### config.mk
export PLATFORM = sky130hd
export DESIGN_NAME = vga_sync_decoder
export DESIGN_NICKNAME = d
export VERILOG_FILES = /design/src/rtl/vga_sync_decoder.sv
export SDC_FILE = /design/constraint.sdc
export NUM_CORES = 1
export LEC_CHECK = 0
export BUFFER_PORTS_ARGS = -buffer_cell sky130_fd_sc_hd__buf_2
export CAP_MARGIN = 15
export CORE_UTILIZATION = 55
export DETAILED_ROUTE_END_ITERATION = 16
export GPL_ROUTABILITY_DRIVEN = 1
export GPL_TIMING_DRIVEN = 0
export HOLD_SLACK_MARGIN = 0.12
export PLACE_DENSITY_LB_ADDON = 0.08
export SETUP_SLACK_MARGIN = 0.2
export SLEW_MARGIN = 20
export SYNTH_ARGS = -nofsm -noshare
export SYNTH_HDL_FRONTEND = slang
export SYNTH_SLANG_ARGS = --single-unit
### constraint.sdc
create_clock -name clk -period 10.05 [get_ports clk]
set_input_delay 2.01 -clock clk [delete_from_list [all_inputs] [get_ports clk]]
set_output_delay 2.01 -clock clk [all_outputs]
set_load 0.1 [all_outputs]
### src/rtl/vga_sync_decoder.sv
// vga_sync_decoder: recovers pixel coordinates from a VGA sync/colour
// stream, checks line/frame timing and reports lock.
// Ports: clk, rst_n (async, active low), pix_en (sample strobe),
//   hor_sync/ver_sync/red/green/blue (VGA stream in),
//   pixel_valid/column/row/red_out/green_out/blue_out (decoded pixel),
//   frame_start, locked, h_err/v_err (violation pulses), err_count.
module vga_sync_decoder #(
  parameter int H_ACTIVE        = 640,
  parameter int H_FRONT         = 16,
  parameter int H_SYNC          = 96,
  parameter int H_BACK          = 48,
  parameter int V_ACTIVE        = 480,
  parameter int V_FRONT         = 10,
  parameter int V_SYNC          = 2,
  parameter int V_BACK          = 33,
  parameter int SYNC_ACTIVE_LOW = 1,
  parameter int LOCK_FRAMES     = 2
) (
  input  logic        clk,
  input  logic        rst_n,
  input  logic        pix_en,
  input  logic        hor_sync,
  input  logic        ver_sync,
  input  logic [7:0]  red,
  input  logic [7:0]  green,
  input  logic [7:0]  blue,
  output logic        pixel_valid,
  output logic [9:0]  column,
  output logic [9:0]  row,
  output logic [7:0]  red_out,
  output logic [7:0]  green_out,
  output logic [7:0]  blue_out,
  output logic        frame_start,
  output logic        locked,
  output logic        h_err,
  output logic        v_err,
  output logic [15:0] err_count
);

  localparam int H_TOTAL = H_ACTIVE + H_FRONT + H_SYNC + H_BACK;
  localparam int V_TOTAL = V_ACTIVE + V_FRONT + V_SYNC + V_BACK;

  localparam logic [11:0] H_TOT = 12'(H_TOTAL);
  localparam logic [11:0] H_SW  = 12'(H_SYNC);
  localparam logic [11:0] V_TOT = 12'(V_TOTAL);
  localparam logic [11:0] V_SW  = 12'(V_SYNC);
  localparam logic [10:0] H_LO  = 11'(H_SYNC + H_BACK);
  localparam logic [10:0] H_HI  = 11'(H_SYNC + H_BACK + H_ACTIVE);
  localparam logic [10:0] V_LO  = 11'(V_SYNC + V_BACK);
  localparam logic [10:0] V_HI  = 11'(V_SYNC + V_BACK + V_ACTIVE);
  localparam logic [3:0]  LOCK  = 4'(LOCK_FRAMES);
  localparam logic        POL   = (SYNC_ACTIVE_LOW != 0);

  typedef enum logic [1:0] {
    SEARCH,
    TRACK,
    LOCKED
  } state_e;

  state_e      state_q, state_d;
  logic [3:0]  good_q, good_d;
  logic [10:0] h_cnt_q, h_cnt_d;
  logic [10:0] v_cnt_q, v_cnt_d;
  logic        hs_prev_q, vs_prev_q;
  logic        pv_q, pv_d;
  logic        fs_q, fs_d;
  logic        herr_q, herr_d;
  logic        verr_q, verr_d;
  logic [9:0]  col_q, col_d;
  logic [9:0]  row_q, row_d;
  logic [7:0]  r_q, g_q, b_q;
  logic [15:0] ec_q, ec_d;
  logic [16:0] ec_sum;

  logic hs_act, vs_act;
  logic hs_rise, hs_fall, vs_rise, vs_fall;
  logic h_flag, v_flag, flag, in_win;

  always_comb begin
    hs_act  = hor_sync ^ POL;
    vs_act  = ver_sync ^ POL;
    hs_rise = hs_act & ~hs_prev_q;
    hs_fall = ~hs_act & hs_prev_q;
    // vsync is only looked at on line boundaries
    vs_rise = hs_rise & vs_act & ~vs_prev_q;
    vs_fall = hs_rise & ~vs_act & vs_prev_q;

    h_cnt_d = (h_cnt_q == 11'h7ff) ? h_cnt_q : h_cnt_q + 11'd1;
    if (hs_rise) h_cnt_d = '0;

    v_cnt_d = v_cnt_q;
    if (hs_rise) begin
      v_cnt_d = (v_cnt_q == 11'h7ff) ? v_cnt_q : v_cnt_q + 11'd1;
      if (vs_rise) v_cnt_d = '0;
    end

    h_flag = (hs_rise && ({1'b0, h_cnt_q} + 12'd1) != H_TOT)
          || (hs_fall && ({1'b0, h_cnt_q} + 12'd1) != H_SW);
    v_flag = (vs_rise && ({1'b0, v_cnt_q} + 12'd1) != V_TOT)
          || (vs_fall && ({1'b0, v_cnt_q} + 12'd1) != V_SW);
    flag   = h_flag | v_flag;

    state_d = state_q;
    good_d  = good_q;
    unique case (state_q)
      SEARCH: begin
        if (vs_rise) begin
          state_d = TRACK;
          good_d  = '0;
        end
      end
      TRACK: begin
        if (flag) begin
          good_d = '0;
        end else if (vs_rise) begin
          good_d = good_q + 4'd1;
          if (good_q + 4'd1 == LOCK) state_d = LOCKED;
        end
      end
      LOCKED: begin
        if (flag) begin
          state_d = TRACK;
          good_d  = '0;
        end
      end
      default: state_d = SEARCH;
    endcase

    // window uses the count of the pixel being sampled now
    in_win = (h_cnt_d >= H_LO) && (h_cnt_d < H_HI)
          && (v_cnt_d >= V_LO) && (v_cnt_d < V_HI);
    pv_d   = pix_en & (state_q == LOCKED) & in_win;
    col_d  = pv_d ? 10'(h_cnt_d - H_LO) : col_q;
    row_d  = pv_d ? 10'(v_cnt_d - V_LO) : row_q;
    fs_d   = pv_d && (col_d == '0) && (row_d == '0);

    herr_d = pix_en & h_flag & (state_q != SEARCH);
    verr_d = pix_en & v_flag & (state_q != SEARCH);
    ec_sum = {1'b0, ec_q} + 17'(herr_d) + 17'(verr_d);
    ec_d   = ec_sum[16] ? 16'hffff : ec_sum[15:0];
  end

  always_ff @(posedge clk or negedge rst_n) begin
    if (!rst_n) begin
      state_q   <= SEARCH;
      good_q    <= '0;
      h_cnt_q   <= '0;
      v_cnt_q   <= '0;
      hs_prev_q <= 1'b0;
      vs_prev_q <= 1'b0;
      pv_q      <= 1'b0;
      fs_q      <= 1'b0;
      herr_q    <= 1'b0;
      verr_q    <= 1'b0;
      col_q     <= '0;
      row_q     <= '0;
      r_q       <= '0;
      g_q       <= '0;
      b_q       <= '0;
      ec_q      <= '0;
    end else begin
      pv_q   <= pv_d;
      fs_q   <= fs_d;
      herr_q <= herr_d;
      verr_q <= verr_d;
      ec_q   <= ec_d;
      col_q  <= col_d;
      row_q  <= row_d;
      if (pv_d) begin
        r_q <= red;
        g_q <= green;
        b_q <= blue;
      end
      if (pix_en) begin
        state_q   <= state_d;
        good_q    <= good_d;
        h_cnt_q   <= h_cnt_d;
        v_cnt_q   <= v_cnt_d;
        hs_prev_q <= hs_act;
        if (hs_rise) vs_prev_q <= vs_act;
      end
    end
  end

  assign pixel_valid = pv_q;
  assign frame_start = fs_q;
  assign column      = col_q;
  assign row         = row_q;
  assign red_out     = r_q;
  assign green_out   = g_q;
  assign blue_out    = b_q;
  assign locked      = (state_q == LOCKED);
  assign h_err       = herr_q;
  assign v_err       = verr_q;
  assign err_count   = ec_q;

endmodule

Word-level counts from Yosys, hierarchy flattened
Cells that the tools add are included.
{ "totals": {"ff_bits": 94, "word_cells": 99, "inputBits": 29} }
{ "op_classes": {"reduce_logical": 19, "add_sub_neg": 9, "eq_ne": 15, "n_mux": 19, "order_cmp": 4, "bitwise": 17} }
{ "ops": {"columns": ["cell", "n"], "rows": [
  ["two-way mux 11 bit", 5],
  ["adder 11 x 1 -> 12 bit (second input constant)", 2],
  ["inequality test 12 x 10 -> 1 bit (second input constant)", 2],
  ["adder 11 x 1 -> 11 bit (second input constant)", 2],
  ["equality test 11 bit (second input constant)", 2],
  ["< comparator 11 x 10 -> 1 bit (second input constant)", 2],
  ["logical NOT 10 bit", 2],
  ["two-way mux 10 bit", 2],
  ["adder 16 x 1 -> 17 bit", 1],
  ["adder 17 x 1 -> 17 bit", 1],
  ["two-way mux 16 bit", 1],
  ["two-way mux 4 bit", 4],
  ["bitwise AND 1 bit", 12],
  ["inequality test 12 x 2 -> 1 bit (second input constant)", 1],
  ["inequality test 12 x 7 -> 1 bit (second input constant)", 1],
  ["one-hot mux 4 bit (3 select lines)", 1],
  ["greater-or-equal comparator 11 x 6 -> 1 bit (second input constant)", 1],
  ["greater-or-equal comparator 11 x 8 -> 1 bit (second input constant)", 1],
  ["two-way mux 2 bit", 5],
  ["subtractor 10 x 6 -> 10 bit (second input constant)", 1],
  ["subtractor 10 x 8 -> 10 bit (second input constant)", 1],
  ["logical AND 1 bit", 9],
  ["inequality test 2 bit (second input constant)", 4],
  ["one-hot mux 2 bit (3 select lines)", 1],
  ["15 further kinds", 19]
]} }

Depth between registers and ports, before layout
Gate-level depths: netlist of the first run.
{ "depth": {"ltp_word": 14, "mapped_depth": 19, "depth_no_buf": 17} }

Least setup slack after synthesis of the first run
OpenSTA, ideal clock, no wires.
{ "synth_timing": {"path_type": "input -> register", "startpoint": "input hor_sync", "endpoint": "register ec_q[5], in the netlist err_count[5]", "setup_time_ns": 0.068, "required_ns": 9.982, "t_arrival_ns": 5.127, "stages": 18, "path_slack_ns": 4.854, "path_cell_list": "or2_2 clkbuf_1 clkbuf_1 o21ai_0 a21oi_1 mux2i_1 o21ai_0 or2_2 fa_1 inv_1 ha_1 and3_1 nand2_1 nor2_1 and4_1 nand3_1 clkbuf_1 nand2_1"} }
{ "synth_between": {"elab_chain_len": 10, "elab_cells_between_ends": 20} }
{ "synth_lines": {"columns": ["element", "line_no", "source"], "rows": [
  ["start: declaration", "22", "input logic hor_sync,"],
  ["branches (longest 8 deep; another with adder 16 x 1 -> 17 bit)", null, null],
  ["adder 17 x 1 -> 17 bit (*)", "139", "ec_sum = {1'b0, ec_q} + 17'(herr_d) + 17'(verr_d);"],
  ["two-way mux 16 bit (*)", "140", "ec_d = ec_sum[16] ? 16'hffff : ec_sum[15:0];"],
  ["named net ec_d[5]", "72", "logic [15:0] ec_q, ec_d;"],
  ["end signal: assignment", "160", "ec_q <= '0;"],
  ["end signal: assignment", "166", "ec_q <= ec_d;"],
  ["end: declaration", "72", null]
]} }
Mark *: on every way through the listed nets, which the timed path passes.
A chain may end at the register's enable or synchronous reset.

Worst setup path in the final report of the first run
Ends and elaborated chain as after synthesis.

==> results.rst, run 1 <==
.. list-table::
   :header-rows: 1

   * - Metric
     - Value
   * - Outcome
     - finished, final reports clean
   * - Diodes inserted
     - 0
   * - Number of core rows
     - 36
   * - Largest net degree at the start of global routing
     - 63
   * - TritonCTS clock tree
     - built
   * - Number of instances on the worst hold path
     - 1
   * - HP Class
     - reg -> reg
   * - Final-report max-slew violation count
     - 0
   * - Syn Std Cell Area
     - ~5700 sq um
   * - Port bufs
     - between 90 and 100
   * - Primary FF master, synth
     - dfrtp_1
   * - Number of nets in the layout
     - about 730
   * - Maximum achievable frequency
     - roughly 170 MHz
   * - Slew of the pin with the lowest slew margin
     - 0.671 ns
   * - Chip Height
     - roughly 100 um
   * - Crit Path Category
     - in -> reg
   * - Vias in the first global route
     - between 4000 and 5000
   * - Number of antenna violations at the first check in global routing
     - 0
   * - Number of hold buffers added after CTS
     - 0
   * - First-pass GRT wire length
     - between 20000 and 25000 um
   * - Final period util
     - 0.577
   * - Setup_tns
     - 0 ns
   * - Number of filler instances in the final layout
     - approximately 810
   * - Buffer count from post-CTS setup fixing
     - 0
   * - Clock Root Buffer
     - clkbuf_8
   * - Fin Hold WS
     - 0.509 ns
   * - Effective utilization at floorplan
     - 0.575
   * - Gpl congestion
     - between 0.9 and 1
   * - Antenna violation net count after detailed routing
     - 0
   * - Footprint of the multi-input gates
     - ~3000 sq um
   * - Clock slew at the register clock pins of the worst setup and hold paths
     - around 0.090 ns
   * - Most frequent cells in the layout
     - 102 x buf_2, 94 x dfrtp_1, 48 x nand2_1
   * - Net Count, Synth
     - about 620
   * - Max Clock Skew
     - approximately 0.013 ns
   * - Proportion of layout cells with a drive suffix above 1
     - 0.263
   * - Total number of yosys warnings
     - 0
   * - Clock network latency to the later pin of the worst-skew pair
     - 0.38 ns
   * - Top-area cell type share of the netlist area
     - 0.415
   * - Post-synthesis area per instance
     - 9.77 sq um
   * - Worst slew margin relative to its limit
     - 0.550
   * - Number of buffers created by CTS
     - 9
   * - Total overflow reported by the global router
     - 0
   * - Average wire per cell in the routed design
     - roughly 17 um
   * - Clock Sinks
     - 94
   * - CP Launch Type
     - input pin
   * - Total via count in the routed design
     - about 4900
   * - Most common library cell in the layout ignoring fill and taps
     - buf_2
   * - Power Dens Cells
     - ~160 nW/um^2
   * - VDD IR-drop max
     - ~0.11 mV
   * - CTS Buffer Depth
     - 2
   * - Number of synthesized flops with an enable pin
     - 0
   * - Data required time at the worst endpoint
     - between 10 and 15 ns
   * - Die outline area
     - around 11000 sq um
   * - Data arrival time at the worst-slack endpoint
     - 6.03 ns
   * - Maximum fanout encountered on the critical timing path
     - 10
   * - Post-route core utilization
     - 0.663
   * - MaxCap Viol Count
     - 0
   * - Mapped Cells
     - roughly 580
   * - Kind of capture point of the worst setup path
     - flop
   * - Storage element area
     - around 2400 sq um
   * - Sequential area share after synthesis
     - 0.415
   * - Share of synthesized registers carrying an async set or reset
     - 1.00
   * - Count of instances resized after the clock tree is built
     - 0
   * - Drt total wl
     - ~14000 um
   * - Worst reg2reg setup slack
     - approximately 5.6 ns
   * - Count of different cell masters after synthesis
     - 67
   * - Count of state elements after synthesis
     - 94
   * - Synthesis-to-finish area growth
     - 15.2%
   * - Number of setup violations in the final report
     - 0
   * - Cells on worst reg2reg path
     - 18
   * - Total routing usage reported by global routing
     - 0.277
   * - Core Area
     - approximately 9900 sq um
   * - Final worst path period need
     - between 5 and 6 ns
   * - HPWL after detailed placement
     - 10500 um
   * - Vias per std cell
     - roughly 6
   * - Leakage power total
     - ~0.0033 uW
   * - Endpoints failing hold
     - 0
   * - Synth area leaders
     - dfrtp_1 41%, mux2_4 10%, nand2_1 3.2%
   * - DRC violations left
     - 0
   * - Number of levels in the clock H-tree
     - 3
   * - Post-synth top area cell
     - dfrtp_1
   * - Die Width
     - slightly above 100 um
   * - Number of detailed-routing iterations run before antenna repair
     - 5
   * - Initial DRC Count
     - about 240
   * - Unrepaired setup endpoints after global routing
     - false
   * - I/O pin cnt
     - 94
-- area by class of cell --
type                    count  share of cell area
multi-input cells         423               0.464
flip-flops and latches     94               0.360
clock inverters             6              0.0105
well taps                 133              0.0255
plain buffers              37              0.0289
inverters                  27              0.0155
repair buffers             94              0.0764
clock buffers              10              0.0195
-- critical path, stage by stage --
cell      delay, ns
buf_2          0.15
or2_2          0.14
clkbuf_1       0.41
clkbuf_1       0.54
o21ai_0        0.23
a21oi_1        0.19
mux2i_1        0.09
o21ai_0        0.32
or2_2          0.23
fa_1           0.20
inv_1          0.05
ha_1           0.19
and3_1         0.21
nand2_1        0.07
nor2_1         0.05
and4_1         0.26
nand3_1        0.19
clkbuf_1       0.38
nand2_1        0.10
-- report_power, final --
part / total, uW / internal [uW] / switching [uW]
clock: 263 / 118 / 145
sequential: 441 / 408 / 33.2
combinational: 351 / 101 / 250
-- state kept, by name (all words and copies together), names as in the netlist, 2 cells and up --
name and count:
good_q 4, column 10, v_cnt_q 11, blue_out 8
state_q 2, h_cnt_q 11, row 10, err_count 16
green_out 8, red_out 8
-- through the flow --
step / instance area (sq um) / cells / total power (uW) / worst slack (ns)
after floorplan: 5670 / 581 / 710 / 4.85
after global placement: 6310 / 807 / 785 / 4.12
after detailed placement: 6340 / 808 / 796 / 3.98
after CTS: 6540 / 824 / 1060 / 4.37
after global routing: 6540 / 824 / 1110 / 3.93
final: 6540 / 824 / 1060 / 4.25
-- path summary, 6_finish.rpt --
check	startpoint	to
setup / recovery	hor_sync	err_count[5]
hold / removal	blue_out[1]	blue_out[1]
setup reg to reg	hs_prev_q	err_count[5]
hold reg to reg	blue_out[1]	blue_out[1]
max in group asynchronous	rst_n	column[2]
min in group asynchronous	rst_n	v_cnt_q[7]
-- logic make-up (layout without fill, tap and decap cells) --
family,count (synthesis),count (layout),share of synthesized area
AOI/OAI and AO/OA,127,127,0.148
xor gates and xnor gates,29,29,0.0448
adders and majority gates,11,11,0.0256
buffers and inverters,64,174,0.0512
DFF,94,94,0.415
muxes,53,53,0.129
and+or+nand+nor,203,203,0.187
-- metal layers --
layer	global-route usage	routed length, um	up-vias
met2	0.451	6810	177
met3	0.0560	826	24
li1	-	-	2314
met4	0.120	337	0
met5	0	0	-
met1	0.360	6300	2411
-- cells in the mapped netlist (all sizes together), types with 10 or more instances --
cell / instances
clkbuf: 19
o21ai: 29
mux2: 47
and3: 10
nor3: 14
ha: 10
buf: 18
xnor2: 16
nand2: 48
a31oi: 15
inv: 27
nor2: 41
nand4: 17
nand3: 26
dfrtp: 94
xor2: 13
a21oi: 32
(Power assumes the default switching activity.)
==> inputs of run 2 (changes only) <==
--- a/config.mk
+++ b/config.mk
@@ -5,9 +5,10 @@
 export SDC_FILE = /design/constraint.sdc
 export NUM_CORES = 1
 export LEC_CHECK = 0
+export ABC_AREA = 1
 export BUFFER_PORTS_ARGS = -buffer_cell sky130_fd_sc_hd__buf_2
 export CAP_MARGIN = 15
-export CORE_UTILIZATION = 55
+export CORE_UTILIZATION = 51
 export DETAILED_ROUTE_END_ITERATION = 16
 export GPL_ROUTABILITY_DRIVEN = 1
 export GPL_TIMING_DRIVEN = 0
==> constraint.sdc (replaced) <==
create_clock -name clk -period 4.65 [get_ports clk]
set_input_delay 0.93 -clock clk [delete_from_list [all_inputs] [get_ports clk]]
set_output_delay 0.93 -clock clk [all_outputs]
set_load 0.1 [all_outputs]
==> run 2 against run 1 <==
Compared with the run above:
- cell area shrank 1.2%
- first-iteration DRC count grew 14%
- core utilization shrank 4.2 points
- worst hold slack lost 0.030 ns
- worst setup slack lost 3.7 ns
- critical path type unchanged
- highest routed layer unchanged
==> results.rst, run 2 <==
.. list-table::
   :header-rows: 1

   * - Metric
     - Value
   * - Internal Power
     - 1510 uW (+140%)
   * - Top cell types by occurrence after synthesis
     - 275 x nand2_1, 103 x inv_1, 94 x dfrtp_1
   * - Final-report max-slew violation count
     - 0 (unchanged)
   * - Number of levels in the clock H-tree
     - 3 (unchanged)
   * - Most frequent cells in the layout
     - 275 x nand2_1, 103 x inv_1, 100 x buf_2
   * - Total routing usage reported by global routing
     - 0.251 (-0.0262)
   * - Maximum achievable frequency
     - ~240 MHz
   * - Buffer count from post-CTS setup fixing
     - 0 (unchanged)
   * - Sequential area share after synthesis
     - 0.425 (+0.0103)
   * - Slowest cell on the critical path
     - fa_1
   * - Number of synthesized flops with an enable pin
     - 0 (unchanged)
   * - Initial DRC Count
     - 275 (+14%)
   * - Count of different cell masters after synthesis
     - 43 (-36%)
   * - Clock Sinks
     - 94 (unchanged)
   * - Data arrival time at the worst-slack endpoint
     - 4.34 ns (-1.69 ns)
   * - DRC violations left
     - 0 (unchanged)
   * - Crit Path Category
     - in -> reg
   * - Syn Std Cell Area
     - 5540 sq um (-2.4%)
   * - Storage element area
     - 2350 sq um (unchanged)
   * - Worst slack, placed
     - 0.0502 ns (-3.93 ns)
   * - Switching share of power
     - 0.439 (+0.0327)
   * - Max Clock Skew
     - 0.0186 ns (+0.00593 ns)
   * - Synthesis-to-finish area growth
     - 16.7%
   * - Number of antenna violations at the first check in global routing
     - 0 (unchanged)
   * - Launch instance of the worst register-to-register path
     - v_cnt_q[0]
   * - Final worst path period need
     - 4.10 ns
   * - Data required time at the worst endpoint
     - 4.89 ns (-5.40 ns)
   * - Post-synth top area cell
     - dfrtp_1
   * - VDD IR-drop max
     - 0.488 mV (+340%)
   * - Antenna violation net count after detailed routing
     - 0 (unchanged)
   * - Vias per std cell
     - 5.12 (-14%)
   * - Number of setup violations in the final report
     - 0 (unchanged)
   * - Final period util
     - 0.881
   * - Total via count in the routed design
     - 5170 (+5.0%)
   * - Critical path origin
     - hor_sync
   * - Net switching power
     - 1180 uW (+170%)
   * - Clock slew at the register clock pins of the worst setup and hold paths
     - 0.10 ns (about the same)
   * - Cell Area, Placed
     - 6200 sq um (-2.2%)
   * - Die outline area
     - 11300 sq um (+5.1%)
   * - Number of core rows
     - 37 (+2.8%)
   * - Average wire per cell in the routed design
     - 13.2 um (-24%)
   * - Endpoints failing hold
     - 0 (unchanged)
   * - I/O pin cnt
     - 94 (unchanged)
   * - CTS Buffer Depth
     - 2 (unchanged)
   * - CP Launch Type
     - input pin
   * - Primary FF master, synth
     - dfrtp_1
   * - Largest register FFs
     - 16 (unchanged)
   * - Net Count, Synth
     - 806 (+30%)
   * - Mapped Cells
     - 766 (+32%)
   * - Proportion of layout cells with a drive suffix above 1
     - 0.193 (-0.0700)
   * - Met3 layer usage reported by global route
     - 0.0380 (-0.0180)
   * - Number of filler instances in the final layout
     - 968 (+19%)
   * - Portion of total power attributed to the clock network
     - 0.247 (-0.002)
   * - MaxCap Viol Count
     - 0 (unchanged)
   * - HP Class
     - in -> async
   * - Effective utilization at floorplan
     - 0.532 (-0.0437)
   * - Total overflow reported by the global router
     - 0 (unchanged)
   * - Most common library cell in the layout ignoring fill and taps
     - nand2_1
   * - Worst setup slack after layout
     - 0.555 ns (-3.70 ns)
   * - Unrepaired setup endpoints after global routing
     - false
   * - Number of buffers created by CTS
     - 9 (unchanged)
   * - Leakage power total
     - 0.00348 uW (+5.2%)
   * - Vias in the first global route
     - 4954 (+2.4%)
   * - Power Dens Cells
     - 415 nW/um^2 (+160%)
   * - Total number of yosys warnings
     - 0 (unchanged)
   * - Diodes inserted
     - 0 (unchanged)
   * - Most numerous cell in the Yosys netlist
     - nand2_1
   * - Die Width
     - 106 um (+2.5%)
   * - TritonCTS clock tree
     - built
   * - Kind of capture point of the worst setup path
     - flop
   * - Chip Height
     - 106 um (+2.5%)
   * - Clock Root Buffer
     - clkbuf_8
   * - Core Area
     - 10400 sq um (+5.6%)
   * - HPWL after detailed placement
     - 10100 um (-3.8%)
   * - Synth area leaders
     - dfrtp_1 42%, nand2_1 19%, inv_1 7.0%
   * - Top Usage Layer GRT
     - met2
   * - Footprint of the multi-input gates
     - 2670 sq um (-12%)
   * - Number of nets in the layout
     - 910 (+25%)
   * - Number of detailed-routing iterations run before antenna repair
     - 5 (unchanged)
   * - Count of state elements after synthesis
     - 94 (unchanged)
   * - Drt total wl
     - 13300 um (-6.7%)
   * - Fin area
     - 6460 sq um (-1.2%)
   * - Global routing usage on met2
     - 0.426 (-0.0249)
   * - Combinational power share
     - 0.379 (+0.047)
   * - Worst slew margin relative to its limit
     - 0.581 (+0.0319)
   * - Largest net degree at the start of global routing
     - 50 (-21%)
   * - First-pass GRT wire length
     - 22700 um (-3.8%)
   * - Reg power frac
     - 0.374 (-0.044)
   * - Post-synthesis area per instance
     - 7.23 sq um (-26%)
   * - Share of synthesized registers carrying an async set or reset
     - 1.00 (unchanged)
   * - Number of hold buffers added after CTS
     - 0 (unchanged)
   * - Clock network latency to the later pin of the worst-skew pair
     - 0.36 ns (-0.02 ns)
   * - Met1 usage
     - 0.324 (-0.0358)
   * - Slew of the pin with the lowest slew margin
     - 0.622 ns (-0.0485 ns)
   * - Most used cell along the critical path
     - inv_1
   * - Top-area cell type share of the netlist area
     - 0.425 (+0.0103)
   * - Ordered cell list for the critical path
     - buf_2, nor2_4, inv_2, buf_2, buf_2, nor3_1, o21ai_0, nand2_1, a21oi_1, nor3_2, inv_1, fa_1, nor2_2, nand3_1, nor2_1, inv_1, nor3_2, inv_1, nor2_1, inv_1, nor2_1, inv_1, a32oi_1, o21ai_0
   * - Setup_tns
     - 0 ns (unchanged)
   * - Port bufs
     - 92 (-1.1%)
   * - Gpl congestion
     - 0.925 (about the same)
   * - Maximum fanout encountered on the critical timing path
     - 10 (unchanged)
   * - Critical path's largest stage delay
     - 0.40 ns (-0.14 ns)
   * - Outcome
     - finished, final reports clean
-- run 2: cells by family (layout without fill, tap and decap cells) --
| kind of cell | count (synthesis) | count (layout) | share of synthesized area |
|---|---|---|---|
| flip-flops | 94 | 94 | 0.425 |
| XOR/XNOR | 15 | 15 | 0.0237 |
| AO/OA/AOI/OAI | 74 | 74 | 0.0759 |
| buffers and inverters | 130 | 238 | 0.0960 |
| AND/OR/NAND/NOR | 442 | 442 | 0.353 |
| adder cells (fa/ha/maj) | 11 | 11 | 0.0262 |
-- run 2: what timing repair did --
action,4_1_cts,5_1_grt
setup endpoints to repair,0,5
resized for setup,0,4
hold endpoints to repair,0,0
-- run 2: final cells by class --
class	count	share of cell area
buffer	20	0.0180
clock buffer	9	0.0192
clock inverter	6	0.0182
inverter	110	0.0643
multi-input combinational	542	0.413
sequential	94	0.364
tap	136	0.0263
timing repair buffer	93	0.0765
-- run 2: critical path: cells and delay by family --
family                     cells  cell delay, ns
and+or+nand+nor               10            1.51
adders and majority gates      1            0.40
AOI/OAI and AO/OA              4            0.45
buffers and inverters          9            1.04
-- run 2: routing by layer --
layer | share of wire | wire length (um)
met3 | 0.042 | 555
met4 | 0.022 | 289
met1 | 0.44 | 5920
met5 | 0 | 0
met2 | 0.49 | 6550
-- run 2: worst paths after layout --
path	end	slack (ns)	cells past startpoint
setup / recovery	err_count[13]	0.55	24
hold / removal	v_cnt_q[2]	0.48	1
setup reg to reg	err_count[13]	0.68	23
hold reg to reg	red_out[0]	0.48	2
max in group asynchronous	err_count[2]	3.56	2
min in group clk	red_out[0]	0.48	2
-- run 2: metrics by stage --
stage | util | std cells | hold WS (ns) | total power, uW
floorplan | - | 766 | 0.473 | 1820
global placement | 0.592 | 994 | 0.456 | 2000
detailed placement | 0.595 | 995 | 0.460 | 2030
CTS | 0.618 | 1010 | 0.484 | 2700
global route | 0.620 | 1010 | 0.497 | 2850
finish | 0.620 | 1010 | 0.480 | 2680
-- run 2: power groups by stage --
| stage | clock, uW | sequential, uW | combinational [uW] |
|---|---|---|---|
| 2_1_floorplan | 0 | 1380 | 440 |
| 3_3_place_gp | 0 | 1010 | 992 |
| 3_5_place_dp | 0 | 1020 | 1010 |
| 4_1_cts | 677 | 1000 | 1020 |
| 5_1_grt | 707 | 1020 | 1120 |
| 6_report | 661 | 1000 | 1020 |
==> inputs of run 3 (changes only) <==
--- a/config.mk
+++ b/config.mk
@@ -8,10 +8,10 @@
 export ABC_AREA = 1
 export BUFFER_PORTS_ARGS = -buffer_cell sky130_fd_sc_hd__buf_2
 export CAP_MARGIN = 15
-export CORE_UTILIZATION = 51
+export CORE_UTILIZATION = 55
 export DETAILED_ROUTE_END_ITERATION = 16
 export GPL_ROUTABILITY_DRIVEN = 1
-export GPL_TIMING_DRIVEN = 0
+export GPL_TIMING_DRIVEN = 1
 export HOLD_SLACK_MARGIN = 0.12
 export PLACE_DENSITY_LB_ADDON = 0.08
 export SETUP_SLACK_MARGIN = 0.2
==> constraint.sdc (replaced) <==
create_clock -name clk -period 4.4 [get_ports clk]
set_input_delay 0.88 -clock clk [delete_from_list [all_inputs] [get_ports clk]]
set_output_delay 0.88 -clock clk [all_outputs]
set_load 0.1 [all_outputs]
==> run 3 against run 2 <==
Compared with the run above:
- routed wire length is 4.2% lower
- sequential cell count unchanged
- cell area fell by 1.5%
- sequential power rose by 7%
- non-clock buffer count decreased by 10
- die area fell by 7.1%
- core utilization increased by 3.1 points
- power increased by 1.9%
- global-route usage increased by 0.97 points
- clock skew decreased by 0.0055 ns
- critical endpoint unchanged
- largest cell class unchanged
==> results.rst, run 3 (synthesis gave the netlist of run 2 again) <==
.. list-table::
   :header-rows: 1

   * - Metric
     - Value
   * - Outcome
     - finished, final reports clean
   * - Synthesis-to-finish area growth
     - 15.0%
   * - Maximum achievable frequency
     - between 200 and 300 MHz
   * - Top Usage Layer GRT
     - met2
   * - Switching share of power
     - 0.460 (+0.0219)
   * - Gpl congestion
     - 0.897 (-3.0%)
   * - Critical path's largest stage delay
     - 0.40 ns (about the same)
   * - Die Width
     - 102 um (-3.6%)
   * - I/O pin cnt
     - 94 (unchanged)
   * - Data arrival time at the worst-slack endpoint
     - 4.06 ns (-0.28 ns)
   * - Slew of the pin with the lowest slew margin
     - 0.923 ns (+0.301 ns)
   * - Net switching power
     - 1260 uW (+7.0%)
   * - Number of detailed-routing iterations run before antenna repair
     - 5 (unchanged)
   * - Number of setup violations in the final report
     - 0 (unchanged)
   * - Drt total wl
     - 12800 um (-4.2%)
   * - Fin area
     - 6360 sq um (-1.5%)
   * - Number of instances on the worst hold path
     - 2
   * - Worst slew margin relative to its limit
     - 0.385 (-0.197)
   * - Effective utilization at floorplan
     - 0.566 (+0.0349)
   * - DRC violations left
     - 0 (unchanged)
   * - Vias per std cell
     - 5.08 (-0.68%)
   * - Worst reg2reg setup slack
     - 0.62 ns (-0.06 ns)
   * - Largest register FFs
     - 16 (unchanged)
   * - Leakage power total
     - 0.00343 uW (-1.4%)
   * - Average wire per cell in the routed design
     - 12.8 um (-3.1%)
   * - Most common library cell in the layout ignoring fill and taps
     - nand2_1
   * - Setup_tns
     - 0 ns (unchanged)
   * - TritonCTS clock tree
     - built
   * - Total routing usage reported by global routing
     - 0.261 (+0.00966)
   * - Maximum fanout encountered on the critical timing path
     - 15 (+5)
   * - Core Area
     - 9770 sq um (-6.2%)
   * - Portion of total power attributed to the clock network
     - 0.221 (-0.026)
   * - Kind of cell adding the most delay to the critical path
     - simple AND/OR/NAND/NOR gates
   * - Crit Path Category
     - in -> reg
   * - Global routing usage on met2
     - 0.447 (+0.0208)
   * - Clock slew at the register clock pins of the worst setup and hold paths
     - 0.10 ns (about the same)
   * - First-pass GRT wire length
     - 21300 um (-6.4%)
   * - Diodes inserted
     - 0 (unchanged)
   * - Antenna violation net count after detailed routing
     - 0 (unchanged)
   * - Power Dens Cells
     - 430 nW/um^2 (+3.4%)
   * - HPWL after detailed placement
     - 9560 um (-5.3%)
   * - Data required time at the worst endpoint
     - 4.67 ns (-0.22 ns)
   * - Largest net degree at the start of global routing
     - 72 (+44%)
   * - Cells on worst reg2reg path
     - 25 (+8.7%)
   * - Final worst path period need
     - about 3.8 ns
   * - Met3 layer usage reported by global route
     - 0.0479 (+0.00987)
   * - Buffers & Inverters on Critical Path
     - 7 (-2)
   * - Chip Height
     - 102 um (-3.6%)
   * - HP Class
     - reg -> reg
   * - Number of hold buffers added after CTS
     - 0 (unchanged)
   * - Endpoints failing hold
     - 0 (unchanged)
   * - Number of buffers created by CTS
     - 9 (unchanged)
   * - Cell Area, Placed
     - 6110 sq um (-1.4%)
   * - Combinational power share
     - 0.389 (+0.010)
   * - Number of antenna violations at the first check in global routing
     - 0 (unchanged)
   * - Most frequent cells in the layout
     - 275 x nand2_1, 103 x inv_1, 93 x dfrtp_1
   * - Initial DRC Count
     - 206 (-25%)
   * - Final period util
     - 0.862
   * - Internal Power
     - 1480 uW (-2.1%)
   * - Number of levels in the clock H-tree
     - 3 (unchanged)
   * - Number of nets in the layout
     - 900 (-1.1%)
   * - Unrepaired setup endpoints after global routing
     - false
   * - Total overflow reported by the global router
     - 0 (unchanged)
   * - Port bufs
     - 93 (+1.1%)
   * - Met1 usage
     - 0.324 (-0.000360)
   * - Number of core rows
     - 36 (-2.7%)
   * - Clock Root Buffer
     - clkbuf_8
   * - End of the worst register-to-register path
     - err_count[13]
   * - Slowest cell on the critical path
     - fa_1
   * - Clock network latency to the later pin of the worst-skew pair
     - 0.38 ns (+0.02 ns)
   * - Vias in the first global route
     - 4716 (-4.8%)
   * - Total via count in the routed design
     - 5074 (-1.9%)
   * - CP Launch Type
     - input pin
   * - Final-report max-slew violation count
     - 0 (unchanged)
   * - Ordered cell list for the critical path
     - buf_2, nor2_4, inv_2, nor3_1, o21ai_0, nand2_1, a21oi_1, nor3_2, inv_1, fa_1, nor2_2, nand3_1, nor2_1, inv_1, nor3_2, inv_1, nor2_2, inv_1, nor2_1, inv_1, a32oi_1, o21ai_0
   * - MaxCap Viol Count
     - 0 (unchanged)
   * - Critical path origin
     - hor_sync
   * - VDD IR-drop max
     - 0.565 mV (+16%)
   * - Clock Sinks
     - 94 (unchanged)
   * - Kind of capture point of the worst setup path
     - flop
   * - Launch instance of the worst register-to-register path
     - h_cnt_q[0]
   * - Post-route core utilization
     - 0.651 (+0.0310)
   * - Max Clock Skew
     - 0.0131 ns (-0.00550 ns)
   * - Proportion of layout cells with a drive suffix above 1
     - 0.197 (+0.00317)
   * - CTS Buffer Depth
     - 2 (unchanged)
   * - Launch instance of the worst min-delay path
     - red_out[6]
   * - Reg power frac
     - 0.390 (+0.016)
   * - Most used cell along the critical path
     - inv_1
   * - Hold endpoint
     - red_out[6]
   * - Die outline area
     - 10500 sq um (-7.1%)
-- run 3: power by group through the flow --
stage,combinational (uW),clock [uW],sequential (uW)
after detailed placement,1050,0,1080
after global routing,1170,650,1080
after global placement,1040,0,1080
after CTS,1060,615,1060
after floorplan,465,0,1460
final,1060,605,1070
-- run 3: worst max-delay path by stage --
stage | endpoint | slack (ns) | cells after the start
4_1_cts | err_count[13] | 0.43 | 23
6_report | err_count[13] | 0.61 | 22
3_3_place_gp | err_count[15] | 0.30 | 22
2_1_floorplan | err_count[13] | 0.56 | 23
3_5_place_dp | err_count[13] | 0.07 | 22
5_1_grt | err_count[13] | 0.18 | 25
-- run 3: layer usage --
| metal | vias up | part of all wire | wire length, um |
|---|---|---|---|
| met3 | 23 | 0.040 | 515 |
| met4 | 0 | 0.023 | 293 |
| met5 | - | 0 | 0 |
| met2 | 97 | 0.50 | 6340 |
| li1 | 2600 | - | - |
| met1 | 2354 | 0.44 | 5610 |
-- run 3: what timing repair did --
| item | in CTS | in global routing |
|---|---|---|
| buffers inserted | 0 | 2 |
| endpoints found under the hold margin | 0 | 0 |
| resized for setup | 0 | 9 |
| setup endpoints to repair | 0 | 32 |
-- run 3: final cells by class --
type	count	area (sq um)
tap	133	166
clock buffer	9	124
sequential	94	2350
timing repair buffer	103	543
multi-input combinational	542	2680
clock inverter	7	78.8
fill	887	3410
inverter	110	415
-- run 3: stage by stage --
step                hold slack (ns)  cells  worst slack (ns)  power [uW]
CTS                           0.488    996             0.428        2740
finish                        0.482    998             0.605        2730
global route                  0.504    998             0.179        2900
detailed placement            0.465    980            0.0657        2130
global placement              0.456    980             0.299        2110
floorplan                     0.473    766             0.564        1920
-- run 3: worst reg2reg max path: cells and delay by family (launching register included) --
kind / cells / cell delay [ns]
adder cells (fa/ha/maj): 2 / 0.69
buffers and inverters: 7 / 0.60
AO/OA/AOI/OAI: 4 / 0.54
AND/OR/NAND/NOR: 12 / 1.43
flip-flops: 1 / 0.43
